File: src/rtl/iter_divider_pkg.sv
// Shared types and constants for the iterative restoring divider.
package iter_divider_pkg;

  localparam int DEFAULT_WIDTH = 8;

  typedef enum logic [1:0] {
    ST_IDLE = 2'd0,
    ST_BUSY = 2'd1,
    ST_DONE = 2'd2
  } state_t;

endpackage

File: src/rtl/iter_divider_if.sv
// Request/result bundle of the divider; the dz flag exists only when DIV_ZERO_CHK_EN is defined.
interface iter_divider_if
  import iter_divider_pkg::*;
#(
  parameter int WIDTH = DEFAULT_WIDTH
);

  // start is sampled only while the divider is idle; done is a one-cycle
  // pulse and quotient/remainder stay valid from it until the next done.
  logic             start;
  logic [WIDTH-1:0] dividend;
  logic [WIDTH-1:0] divisor;
  logic             busy;
  logic             done;
  logic [WIDTH-1:0] quotient;
  logic [WIDTH-1:0] remainder;
`ifdef DIV_ZERO_CHK_EN
  logic             dz;
`endif

`ifdef DIV_ZERO_CHK_EN
  modport master (
    output start, dividend, divisor,
    input  busy, done, quotient, remainder, dz
  );

  modport slave (
    input  start, dividend, divisor,
    output busy, done, quotient, remainder, dz
  );
`else
  modport master (
    output start, dividend, divisor,
    input  busy, done, quotient, remainder
  );

  modport slave (
    input  start, dividend, divisor,
    output busy, done, quotient, remainder
  );
`endif

endinterface

File: src/rtl/iter_divider_trial_sub.sv
// Combinational WIDTH+1-bit trial subtractor; the difference sign says whether to restore.
module trial_sub #(
  parameter int WIDTH = 8
) (
  input  logic [WIDTH:0] minuend,
  input  logic [WIDTH:0] subtrahend,
  output logic [WIDTH:0] diff,
  output logic           neg
);

  assign diff = minuend - subtrahend;
  assign neg  = diff[WIDTH];

endmodule

File: src/rtl/iter_divider.sv
// Iterative restoring divider, one quotient bit per cycle, MSB first.
// Optional feature: DIV_ZERO_CHK_EN short-circuits divide-by-zero and adds the dz flag.
module iter_divider
  import iter_divider_pkg::*;
#(
  parameter int WIDTH = DEFAULT_WIDTH
) (
  input  logic   clk,
  input  logic   rst,
  iter_divider_if.slave bus,
  output state_t dbg_state
);

  localparam int CNT_W = $clog2(WIDTH) + 1;

  state_t           state;
  state_t           state_next;
  logic [CNT_W-1:0] count;
  logic [WIDTH-1:0] divisor_r;
  logic [WIDTH-1:0] work;
  logic [WIDTH-1:0] work_next;
  logic [WIDTH-1:0] quot_r;
  logic [WIDTH-1:0] rem_r;
  logic [WIDTH:0]   prem;
  logic [WIDTH:0]   shifted;
  logic [WIDTH:0]   diff;
  logic [WIDTH:0]   prem_next;
  logic             neg;
  logic             last_iter;
  logic             div_zero;
  logic             busy;
  logic             done;

`ifdef DIV_ZERO_CHK_EN
  logic dz_r;
  assign div_zero = (bus.divisor == '0);
  assign bus.dz   = dz_r;
`else
  assign div_zero = 1'b0;
`endif

  // work holds the not-yet-consumed dividend bits at the top and the
  // quotient bits shifting in at the bottom.
  assign shifted   = (prem << 1) | {{WIDTH{1'b0}}, work[WIDTH-1]};
  assign prem_next = neg ? shifted : diff;
  assign work_next = {work[WIDTH-2:0], ~neg};
  assign last_iter = (count == CNT_W'(WIDTH - 1));

  trial_sub #(.WIDTH(WIDTH)) u_trial_sub (
    .minuend    (shifted),
    .subtrahend ({1'b0, divisor_r}),
    .diff       (diff),
    .neg        (neg)
  );

  always_ff @(posedge clk) begin
    if (rst) state <= ST_IDLE;
    else     state <= state_next;
  end

  always_comb begin
    state_next = state;
    case (state)
      ST_IDLE: if (bus.start) state_next = div_zero ? ST_DONE : ST_BUSY;
      ST_BUSY: if (last_iter) state_next = ST_DONE;
      ST_DONE: state_next = ST_IDLE;
      default: state_next = ST_IDLE;
    endcase
  end

  always_comb begin
    busy = 1'b0;
    done = 1'b0;
    case (state)
      ST_BUSY: busy = 1'b1;
      ST_DONE: begin
        busy = 1'b1;
        done = 1'b1;
      end
      default: ;
    endcase
  end

  always_ff @(posedge clk) begin
    if (rst) begin
      count     <= '0;
      divisor_r <= '0;
      work      <= '0;
      prem      <= '0;
      quot_r    <= '0;
      rem_r     <= '0;
`ifdef DIV_ZERO_CHK_EN
      dz_r      <= 1'b0;
`endif
    end else begin
      case (state)
        ST_IDLE: begin
          if (bus.start) begin
            divisor_r <= bus.divisor;
            work      <= bus.dividend;
            prem      <= '0;
            count     <= '0;
`ifdef DIV_ZERO_CHK_EN
            // Zero divisor skips the iterations but reports the same
            // result the full restoring loop would produce.
            if (div_zero) begin
              quot_r <= '1;
              rem_r  <= bus.dividend;
              dz_r   <= 1'b1;
            end
`endif
          end
        end
        ST_BUSY: begin
          prem  <= prem_next;
          work  <= work_next;
          count <= count + 1'b1;
          if (last_iter) begin
            quot_r <= work_next;
            rem_r  <= prem_next[WIDTH-1:0];
          end
        end
        ST_DONE: begin
`ifdef DIV_ZERO_CHK_EN
          dz_r <= 1'b0;
`endif
        end
        default: ;
      endcase
    end
  end

  assign bus.busy      = busy;
  assign bus.done      = done;
  assign bus.quotient  = quot_r;
  assign bus.remainder = rem_r;
  assign dbg_state     = state;

endmodule

File: src/flat_wrapper.sv
// flat-port wrapper written by rule: the top's interface ports become plain ports
module iter_divider_flat import iter_divider_pkg::*;
#(
  parameter int WIDTH = DEFAULT_WIDTH
)
  (clk, rst, dbg_state, bus_start, bus_dividend, bus_divisor, bus_busy, bus_done, bus_quotient, bus_remainder);
  iter_divider_if #(.WIDTH(WIDTH)) bus_i ();
  input  logic clk;
  input  logic rst;
  output state_t dbg_state;
  input wire logic [$bits(bus_i.start)-1:0] bus_start;
  input wire logic [$bits(bus_i.dividend)-1:0] bus_dividend;
  input wire logic [$bits(bus_i.divisor)-1:0] bus_divisor;
  output wire logic [$bits(bus_i.busy)-1:0] bus_busy;
  output wire logic [$bits(bus_i.done)-1:0] bus_done;
  output wire logic [$bits(bus_i.quotient)-1:0] bus_quotient;
  output wire logic [$bits(bus_i.remainder)-1:0] bus_remainder;
  assign bus_i.start = bus_start;
  assign bus_i.dividend = bus_dividend;
  assign bus_i.divisor = bus_divisor;
  assign bus_busy = bus_i.busy;
  assign bus_done = bus_i.done;
  assign bus_quotient = bus_i.quotient;
  assign bus_remainder = bus_i.remainder;
  iter_divider #(.WIDTH(WIDTH)) u_core (.clk(clk), .rst(rst), .bus(bus_i), .dbg_state(dbg_state));
endmodule
File: config.mk
export PLATFORM = sky130hd
export DESIGN_NAME = iter_divider_flat
export DESIGN_NICKNAME = d
export VERILOG_FILES = /design/src/rtl/iter_divider_pkg.sv /design/src/rtl/iter_divider_if.sv /design/src/rtl/iter_divider_trial_sub.sv /design/src/rtl/iter_divider.sv /design/src/flat_wrapper.sv
export SDC_FILE = /design/constraint.sdc
export NUM_CORES = 1
export LEC_CHECK = 0
export ABC_AREA = 0
export CAP_MARGIN = 30
export CORE_ASPECT_RATIO = 0.75
export CORE_MARGIN = 2
export CORE_UTILIZATION = 35
export CTS_CLUSTER_DIAMETER = 40
export DETAILED_ROUTE_END_ITERATION = 16
export SLEW_MARGIN = 20
export SYNTH_ARGS = -nofsm -noshare
export SYNTH_HDL_FRONTEND = slang
export SYNTH_SLANG_ARGS = --single-unit
File: constraint.sdc
create_clock -name clk -period 2.04 [get_ports clk]
set_input_delay 0.408 -clock clk [delete_from_list [all_inputs] [get_ports clk]]
set_output_delay 0.408 -clock clk [all_outputs]
set_load 0.005 [all_outputs]
==> results of run 1 <==
==> final cells by class <==
cell class	count	share of cell area [%]
clock inverter	3	1.223
tap	81	3.096
clock buffer	5	2.102
sequential	46	28.21
timing repair buffer	78	21.52
inverter	15	1.720
multi-input combinational	206	42.13
==> kinds of logic (layout without fill, tap and decap cells) <==
group                    count (synthesis)  count (layout)
buffers and inverters                   30             101
XOR/XNOR                                 4               4
AND/OR/NAND/NOR                        101             101
multiplexers                            12              12
AO/OA/AOI/OAI                           76              76
adder cells (fa/ha/maj)                 13              13
flip-flops                              46              46
==> state kept, by name (all words and copies together) (netlist names) <==
register / count
u_core.bus.quotient: 8
u_core.bus.remainder: 8
u_core.count: 4
u_core.dbg_state: 2
u_core.divisor_r: 8
u_core.prem: 8
u_core.work: 8
==> routing by layer <==
metal  wire length (µm)  GRT usage, %
met2               2697         27.44
met1               3197         23.22
met5                  0             0
met3                221         4.178
met4                 29         4.262
==> power by group <==
part / total [µW] / internal [µW] / switching [µW]
clock network: 666 / 361 / 306
registers: 972 / 939 / 33.2
logic: 800 / 411 / 389
==> cells in the mapped netlist, types with 2 or more instances <==
master	instances
dfxtp_1	46
nand2_1	44
nor2_1	26
a21oi_1	25
inv_1	15
nand3_1	15
ha_1	12
mux2i_1	12
a211oi_1	11
clkbuf_1	8
o21ai_0	7
o211ai_1	6
o21ai_1	6
a211oi_2	3
buf_2	3
xor2_1	3
a22oi_1	2
a311oi_2	2
and2_1	2
and3b_1	2
buf_1	2
nand2b_1	2
nand3b_1	2
nand4_1	2
o211a_1	2
o211ai_2	2
o31ai_1	2
==> worst paths after layout <==
| path | depth (start not counted) | endpoint |
|---|---|---|
| worst max-delay path | 11 | u_core.bus.remainder[1] |
| worst min-delay path | 2 | u_core.bus.quotient[2] |
| worst max register to register | 11 | u_core.bus.remainder[1] |
| worst min register to register | 2 | u_core.bus.quotient[2] |
==> per-stage QoR <==
stage               util, %  worst slack [ps]  std cells  instance area (µm²)  power (µW)
floorplan                 -            -54.24        282                 2379        1405
global placement      47.67            -69.16        420                 3057        1671
detailed placement    47.67            -158.3        420                 3057        1687
CTS                   50.60            -121.0        432                 3244        2426
global route          51.04            -254.0        434                 3273        2561
finish                51.04            -129.6        434                 3273        2438
==> worst register-to-register path, cell delays in order (launching register included) <==
cell,delay (ps)
dfxtp_2,330
inv_2,60
ha_4,130
inv_2,40
fa_2,360
a211oi_2,230
buf_4,150
o211ai_1,100
o211a_1,190
buf_12,160
mux2i_4,190
a211oi_2,160
==> repair_timing <==
item,4_1_cts,5_1_grt
endpoints found under the hold margin,0,0
resized for setup,9,5
hold buffers,0,0
buffers inserted,4,2
pin swaps,11,11
endpoints found under the setup margin,16,18
==> reports/qor.yml, run 1 <==
yosys:
  synth.avg_cell_area_um2: 8.346
  syn_inst: 282
  async_flop_share_pct: 0
  yosysTopAreaCell: "dfxtp_1"
  synthXorXnorAreaFrac_pct: 1.489
  synth_adder_area_share_pct: 7.230
  synth-main-ff-cell: "dfxtp_1"
  synth.area.mux_share_pct: 5.104
  synth_cell_types: 45
  ys_ff_latch: 46
  yosys-top-cells-area: "dfxtp_1 (39%), nand2_1 (7.0%), ha_1 (6.4%)"
  syn_area_um2: 2354
  synth_edf_count: 0
  synth-simple-area-share_pct: 19.09
  synth_seq_area_share_pct: 39.13
  synth_top_family_by_area: "compound AO/OA/AOI/OAI gates"
  yosys_warnings: 0
  syn_nets: 314
  synth-compound-area-share_pct: 22.54
  synth_top_cell_area_share_pct: 39.13
route:
  drt_iter0_drc: 85
  via_per_inst: 5.076
  vias: 2203
  drt_wl_total_um: 6145
  wl_per_cell_um: 14.16
  drc: 0
  dr.pass1.iters: 4
  ant_nets: 0
worst_setup_path:
  required_ps: 2270
  rr_startpoint: "u_core.work[7]"
  worst-setup-path-type: "reg -> reg"
  cp_top_family: "compound AO/OA/AOI/OAI gates"
  critPathMaxFanout: 8
  crit_arrival_ps: 2390
  cp.buffers_inverters: 4
  startpoint: "u_core.work[7]"
  endpoint_kind: "flop"
  critPathMaxStageDelay_ps: 360
  slowest_stage: "fa_2"
  worst_setup_path_start_kind: "flop"
  crit_chain: "inv_2 -> ha_4 -> inv_2 -> fa_2 -> a211oi_2 -> buf_4 -> o211ai_1 -> o211a_1 -> buf_12 -> mux2i_4 -> a211oi_2"
  reg2reg_setup_slack_ps: -130
run_status:
  violations: "setup timing"
  status: "finished with violations"
global_route:
  grt_pass1_vias: 2157
  antenna_found_initial: 0
  grt_pass1_wl_um: 9977
  grt_overflow: 0
  grt_max_degree: 26
  grt_usage_pct: 16.98
pwr:
  p_per_area_nw_per_um2: 744.9
  p_leak_uw: 0.001251
  vdd_ir_drop_max_uv: 335.7
final_layout:
  drive_gt1_share_pct: 21.25
  layout_commonest_cell: "dfxtp_1"
  antenna_cells: 0
  n_fill_cell: 607
  multi_input_area_um2: 1379
  fin_nets: 384
  final_cell_mix: "dfxtp_1 (44), nand2_1 (41), clkdlybuf4s50_1 (38)"
  seq_area_um2: 923.4
  synthToLayoutAreaGrowth_pct: 39.08
timing:
  drv_slew: 0
  worst_pin_slew_ps: 617.1
  finalCritPeriodShare_pct: 106.4
  final.min_clock_period_ps: 2170
  hold_violations: 0
  rsz0062_at_grt: "true"
  setup_viol: 18
  relSlewSlack_pct: 58.71
  fmax_mhz: 460.9
  fin_worst_skew_ps: 8.670
  setup-tns-final_ps: -1622
  holdWs_ps: 455.9
  fin_ws_ps: -129.6
hold_path:
  min-delay-path-class: "reg -> reg"
  worstHoldStart: "u_core.bus.quotient[2]"
floorplan:
  dieArea_um2: 7403
  core_area_um2: 6412
  fp-row-count: 25
  ios: 39
  start_util_pct: 36.70
  die_y_um: 75.02
  die_w_um: 98.69
clock_tree:
  clockRootBuffer: "clkbuf_8"
  ctsLongestPathBuffers: 2
  cts_tree: "yes"
  numCtsBuffers: 5
  htree_levels: 2
  insertion_delay_ps: 290
  cts.sinks: 46
  clk_pin_slew_ps: 90
placed_design:
  place_congestion: 0.8325
  place.port_buffers: 38
  hpwl_um: 4706
run:
  maxCapViolations: 0
(Power assumes the default switching activity.)
==> run 2: changes to the inputs <==
- ABC_AREA: 0 -> default
==> results of run 2 <==
Same layout as run 1: the final DEF is identical, and so are final timing and power.
